File: src/rtl/fwd_ctrl.sv
// rtl/fwd_ctrl.sv - forwarding select and load-use stall control for the 5-stage core
//
// Purpose
//   Keeps a shadow pipeline of destination tags {valid, rd, is_load} for the
//   instructions in EX, ME and WB. From the ID-stage operands it computes
//   the EX operand-mux selects and registers them as the instruction advances
//   from ID to EX. It also raises a combinational load-use stall request when
//   the value a load produces cannot be forwarded in time.
//
// Optional feature
//   LOAD_USE_PERF_EN : when defined, adds output perf_lu_cnt and a wrapping
//                      counter of load-use stall cycles that really took
//                      effect. When undefined, the port and counter are absent.
//
// Ports
//   clock           in   1           core clock, rising edge
//   reset_n         in   1           asynchronous active-low reset
//   stall_i         in   1           global freeze; all state holds
//   flush_i         in   1           kills the ID-stage instruction
//   id_valid        in   1           ID holds a real instruction
//   id_rs1_ren      in   1           ID reads rs1
//   id_rs1_addr     in   REG_AW      ID rs1 index
//   id_rs2_ren      in   1           ID reads rs2
//   id_rs2_addr     in   REG_AW      ID rs2 index
//   id_rd_wen       in   1           ID writes rd
//   id_rd_addr      in   REG_AW      ID rd index
//   id_is_load      in   1           ID instruction is a load
//   ex_rs1_src      out  2           EX rs1 mux select (registered)
//   ex_rs2_src      out  2           EX rs2 mux select (registered)
//   load_use_stall  out  1           combinational stall request
//   perf_lu_cnt     out  PERF_CNT_W  load-use stall cycles (optional)

`ifndef RS1_EX
`define RS1_EX 2'b00
`endif
`ifndef RS1_ME
`define RS1_ME 2'b01
`endif
`ifndef RS1_WB
`define RS1_WB 2'b10
`endif

module fwd_ctrl #(
  parameter int REG_AW     = 5
`ifdef LOAD_USE_PERF_EN
  ,
  parameter int PERF_CNT_W = 32
`endif
) (
  input  logic              clock,
  input  logic              reset_n,
  input  logic              stall_i,
  input  logic              flush_i,
  input  logic              id_valid,
  input  logic              id_rs1_ren,
  input  logic [REG_AW-1:0] id_rs1_addr,
  input  logic              id_rs2_ren,
  input  logic [REG_AW-1:0] id_rs2_addr,
  input  logic              id_rd_wen,
  input  logic [REG_AW-1:0] id_rd_addr,
  input  logic              id_is_load,
  output logic [1:0]        ex_rs1_src,
  output logic [1:0]        ex_rs2_src,
  output logic              load_use_stall
`ifdef LOAD_USE_PERF_EN
  ,
  output logic [PERF_CNT_W-1:0] perf_lu_cnt
`endif
);

  localparam logic [REG_AW-1:0] X0 = '0;

  // Shadow tag pipeline
  logic              ex_valid_q, me_valid_q, wb_valid_q;
  logic [REG_AW-1:0] ex_rd_q,    me_rd_q,    wb_rd_q;
  logic              ex_load_q,  me_load_q,  wb_load_q;

  // Registered operand selects seen by the EX stage
  logic [1:0] rs1_src_q, rs2_src_q;

  // Next-state values
  logic              ex_valid_d;
  logic [REG_AW-1:0] ex_rd_d;
  logic              ex_load_d;
  logic [1:0]        rs1_src_d, rs2_src_d;

  // Operand match terms
  logic rs1_live, rs2_live;
  logic rs1_ex_hit, rs2_ex_hit;
  logic rs1_me_hit, rs2_me_hit;
  logic [1:0] rs1_sel, rs2_sel;
  logic lu_hazard;
  logic bubble;

  always_comb begin
    // An operand only needs forwarding if it is really read and is not x0.
    rs1_live   = id_rs1_ren && (id_rs1_addr != X0);
    rs2_live   = id_rs2_ren && (id_rs2_addr != X0);

    // Tags are only ever valid for rd != x0, so x0 can never match here.
    rs1_ex_hit = rs1_live && ex_valid_q && (ex_rd_q == id_rs1_addr);
    rs2_ex_hit = rs2_live && ex_valid_q && (ex_rd_q == id_rs2_addr);
    rs1_me_hit = rs1_live && me_valid_q && (me_rd_q == id_rs1_addr);
    rs2_me_hit = rs2_live && me_valid_q && (me_rd_q == id_rs2_addr);

    // The producer now in EX will sit in ME when this instruction reaches EX,
    // and one now in ME will sit in WB. The EX hit is tested first so the
    // youngest producer wins when both match.
    if (rs1_ex_hit)      rs1_sel = `RS1_ME;
    else if (rs1_me_hit) rs1_sel = `RS1_WB;
    else                 rs1_sel = `RS1_EX;

    if (rs2_ex_hit)      rs2_sel = `RS1_ME;
    else if (rs2_me_hit) rs2_sel = `RS1_WB;
    else                 rs2_sel = `RS1_EX;

    // A load in EX has no data until the end of ME, so a consumer right
    // behind it must wait one cycle. A flushed ID instruction is dead and
    // never stalls.
    lu_hazard = id_valid && !flush_i && ex_valid_q && ex_load_q &&
                (rs1_ex_hit || rs2_ex_hit);

    bubble    = lu_hazard || flush_i || !id_valid;

    // Next EX tag and selects: a bubble enters EX as an invalid tag with
    // neutral selects.
    ex_valid_d = !bubble && id_rd_wen && (id_rd_addr != X0);
    ex_rd_d    = bubble ? X0   : id_rd_addr;
    ex_load_d  = !bubble && id_is_load;
    rs1_src_d  = bubble ? `RS1_EX : rs1_sel;
    rs2_src_d  = bubble ? `RS1_EX : rs2_sel;
  end

  always_ff @(posedge clock or negedge reset_n) begin
    if (!reset_n) begin
      ex_valid_q <= 1'b0;
      ex_rd_q    <= X0;
      ex_load_q  <= 1'b0;
      me_valid_q <= 1'b0;
      me_rd_q    <= X0;
      me_load_q  <= 1'b0;
      wb_valid_q <= 1'b0;
      wb_rd_q    <= X0;
      wb_load_q  <= 1'b0;
      rs1_src_q  <= `RS1_EX;
      rs2_src_q  <= `RS1_EX;
    end else if (!stall_i) begin
      wb_valid_q <= me_valid_q;
      wb_rd_q    <= me_rd_q;
      wb_load_q  <= me_load_q;
      me_valid_q <= ex_valid_q;
      me_rd_q    <= ex_rd_q;
      me_load_q  <= ex_load_q;
      ex_valid_q <= ex_valid_d;
      ex_rd_q    <= ex_rd_d;
      ex_load_q  <= ex_load_d;
      rs1_src_q  <= rs1_src_d;
      rs2_src_q  <= rs2_src_d;
    end
  end

  // The WB tag completes the shadow pipeline but drives no select: an ID
  // operand matching WB reads the value through the register-file
  // write-through path.
  logic wb_tag_unused;
  assign wb_tag_unused = ^{wb_valid_q, wb_rd_q, wb_load_q};

  assign ex_rs1_src     = rs1_src_q;
  assign ex_rs2_src     = rs2_src_q;
  assign load_use_stall = lu_hazard;

`ifdef LOAD_USE_PERF_EN
  // Count only stall cycles that really took effect. A frozen pipeline
  // re-evaluates the hazard after release, so frozen cycles are not counted.
  logic [PERF_CNT_W-1:0] perf_cnt_q;

  always_ff @(posedge clock or negedge reset_n) begin
    if (!reset_n) begin
      perf_cnt_q <= '0;
    end else if (lu_hazard && !stall_i) begin
      perf_cnt_q <= perf_cnt_q + PERF_CNT_W'(1);
    end
  end

  assign perf_lu_cnt = perf_cnt_q;
`endif

endmodule

File: config.mk
export PLATFORM = sky130hd
export DESIGN_NAME = fwd_ctrl
export DESIGN_NICKNAME = d
export VERILOG_FILES = /design/src/rtl/fwd_ctrl.sv
export SDC_FILE = /design/constraint.sdc
export NUM_CORES = 1
export LEC_CHECK = 0
export CAP_MARGIN = 20
export CORE_ASPECT_RATIO = 1.1
export CORE_MARGIN = 3
export CORE_UTILIZATION = 37
export DETAILED_ROUTE_END_ITERATION = 10
export GPL_TIMING_DRIVEN = 0
export PLACE_DENSITY = 0.68
export SYNTH_ARGS = -nofsm -noshare
export SYNTH_HDL_FRONTEND = slang
export SYNTH_SLANG_ARGS = --single-unit
File: constraint.sdc
create_clock -name clock -period 2.2 [get_ports clock]
set_input_delay 0.66 -clock clock [delete_from_list [all_inputs] [get_ports clock]]
set_output_delay 0.66 -clock clock [all_outputs]
set_load 0.005 [all_outputs]
==> results.json <==
{
  "cts_hold_buffers": 0,
  "hold_depth": 2,
  "drt-initial-drc-count": 24,
  "slew_violations": 0,
  "endpoint_kind": "primary output",
  "start_util_pct": 41.1,
  "pin_count": 29,
  "path_clk_slew_ns": 0.10,
  "grt_start_max_net_pins": 18,
  "portBuffers": 27,
  "finalClockSkew_ns": 0.00663,
  "fp.dieH_um": 59.8,
  "antenna_left": 0,
  "hold_path.class": "reg -> reg",
  "syn-num-nets": 109,
  "p_per_area_mw_per_mm2": 511,
  "first_global_vias": 883,
  "slew_headroom_pct": 49.5,
  "rsz0062_at_grt": "true",
  "status": "finished, violations left",
  "synthTopCellsByArea": "dfrtp_1 (44%), xnor2_1 (17%), a22o_1 (7.2%)",
  "area.sequential_um2": 430,
  "grt_usage_pct": 17.8,
  "numCtsBuffers": 3,
  "cts_root_buf": "clkbuf_4",
  "synth.ff_latch_count": 17,
  "fin_area_mm2": 0.00146,
  "ys_types": 26,
  "dpl.hpwl_um": 1850,
  "synthTopCellsByCount": "xnor2_1 (19), dfrtp_1 (17), a22o_1 (8)",
  "dp_cells": 142,
  "finalWorstSetupSlack_ns": -0.359,
  "timing.fmax_mhz": 391,
  "min_period_ns": 2.56,
  "yosysWarnings": 0,
  "setup_violations": 1,
  "cts_buffer_depth": 2,
  "drive_above_1_share_pct": 39.2,
  "area_growth_pct": 49.7,
  "grt_pass1_wl_um": 4170,
  "diodes": 0,
  "wirelength_um": 2570,
  "hold_viol_final": 0,
  "htreeDepth": 1,
  "grt_antenna_before_repair": 0,
  "drv_cap": 0,
  "routabilityCongestion": 0.711,
  "final_nets": 150,
  "multi_input_area_um2": 629,
  "dr.pass1.iters": 4,
  "core-area_mm2": 0.00236,
  "wl_per_cell_um": 16.6,
  "rows": 18,
  "placed_cell_area_mm2": 0.00129,
  "dp_slack_ns": -1.27,
  "drc": 0,
  "async_reset_ff_share_pct": 100,
  "crit_required_ns": 1.54,
  "critical_path_peak_fanout": 3,
  "clock_latency_ns": 0.29,
  "syn_inst": 85,
  "viasPerCell": 5.42,
  "vias": 840,
  "grt.overflow.total": 0,
  "dieArea_mm2": 0.00328,
  "violations": "setup timing",
  "fin_cells": 155,
  "ys_seq_area_share_pct": 43.8,
  "yosysMostFrequentCell": "xnor2_1",
  "cts.sinks": 17,
  "ir_drop_uv": 410,
  "min_period_over_period_pct": 116,
  "crit_path_start_kind": "input port",
  "cts_tree": "done",
  "nFillCells": 209,
  "yosys.area.top_type": "dfrtp_1",
  "p_leak_nw": 0.587,
  "worst_pin_slew_ns": 0.755,
  "critical_path_class": "in -> out",
  "die_width_um": 54.9,
  "syn_area_um2": 972,
  "netlist.area_leader.share_pct": 43.8,
  "whs_ns": 0.506,
  "arrival_ns": 1.90,
  "synth_edf_count": 0,
  "r2r_cells": 7,
  "synthFlopType": "dfrtp_1",
  "syn-mean-instance-area_um2": 11.4
}
-- kinds of logic after synthesis --
logic type	synth area share (%)
simple gates	15.2
xor+xnor	18.0
flops	43.8
compound gates	14.9
mux	6.95
buf+inv	1.16
-- worst max-delay path: stages --
cell,delay (ns)
clkdlybuf4s15_2,0.22
or4_4,0.44
o21ai_4,0.22
nor4b_4,0.08
nor2_2,0.11
nor4b_2,0.05
buf_2,0.12
-- worst paths after layout --
path                                startpoint        endpoint  slack [ns]
worst max-delay path            id_rs1_addr[4]  load_use_stall       -0.36
worst min-delay path             ex_rs1_src[0]   ex_rs1_src[0]        0.51
worst max register to register      ex_rd_q[3]   ex_rs2_src[1]        0.40
worst min register to register   ex_rs1_src[0]   ex_rs1_src[0]        0.51
max in group asynchronous              reset_n      ex_rd_q[2]        0.87
min in group asynchronous              reset_n   ex_rs2_src[1]        0.81
-- cell usage in the layout, fill, tap and decap left out, types with 3 or more instances in the layout --
master | netlist | final
clkdlybuf4s50_1 | 0 | 15
xnor2_1 | 19 | 13
dfrtp_1 | 17 | 13
a22o_1 | 8 | 8
buf_4 | 0 | 8
xnor2_2 | 0 | 6
nand2_1 | 6 | 6
mux2_2 | 6 | 6
nand4_1 | 4 | 4
dfrtp_2 | 0 | 4
buf_6 | 0 | 4
buf_2 | 0 | 4
clkbuf_1 | 2 | 3
clkbuf_4 | 0 | 3
-- stage by stage --
| stage | setup TNS, ns | total power [mW] | util (%) |
|---|---|---|---|
| finish | -0.359 | 0.744 | 61.5 |
| global route | -0.472 | 0.787 | 61.5 |
| CTS | -0.400 | 0.724 | 59.0 |
| detailed placement | -5.70 | 0.546 | 54.8 |
| global placement | -5.71 | 0.541 | 54.8 |
| floorplan | -0.130 | 0.466 | - |
-- flip-flops by register name, indices dropped and copies added (netlist names) --
register,count
me_rd_q,5
me_valid_q,1
ex_valid_q,1
ex_rs2_src,2
ex_rs1_src,2
ex_load_q,1
ex_rd_q,5
-- timing repair --
| action | 4_1_cts | 5_1_grt |
|---|---|---|
| setup endpoints to repair | 10 | 10 |
| pin swaps | 15 | 8 |
| gates cloned | 0 | 0 |
| buffers inserted | 5 | 4 |
| gates resized for setup | 56 | 13 |
-- power breakdown --
part           total (mW)  internal, mW  switching, mW
clock               0.167        0.0703         0.0969
sequential          0.373         0.339         0.0342
combinational       0.204         0.122         0.0821
total               0.744         0.531          0.213
-- layout make-up --
type | instances | area share, %
clock buffer | 4 | 1.81
buffer | 2 | 0.516
inverter | 1 | 0.258
tap | 30 | 2.58
multi-input combinational | 65 | 43.3
timing repair buffer | 36 | 22.0
sequential | 17 | 29.6
-- metal layers --
| layer | share of wire, % | wire [um] | track usage, % |
|---|---|---|---|
| met1 | 41 | 1050 | 23.0 |
| met5 | 0 | 0 | 0 |
| met3 | 5.1 | 131 | 2.49 |
| met2 | 53 | 1370 | 30.1 |
| met4 | 0.74 | 19 | 5.34 |
Note: power is estimated with default switching activity, not from simulation.
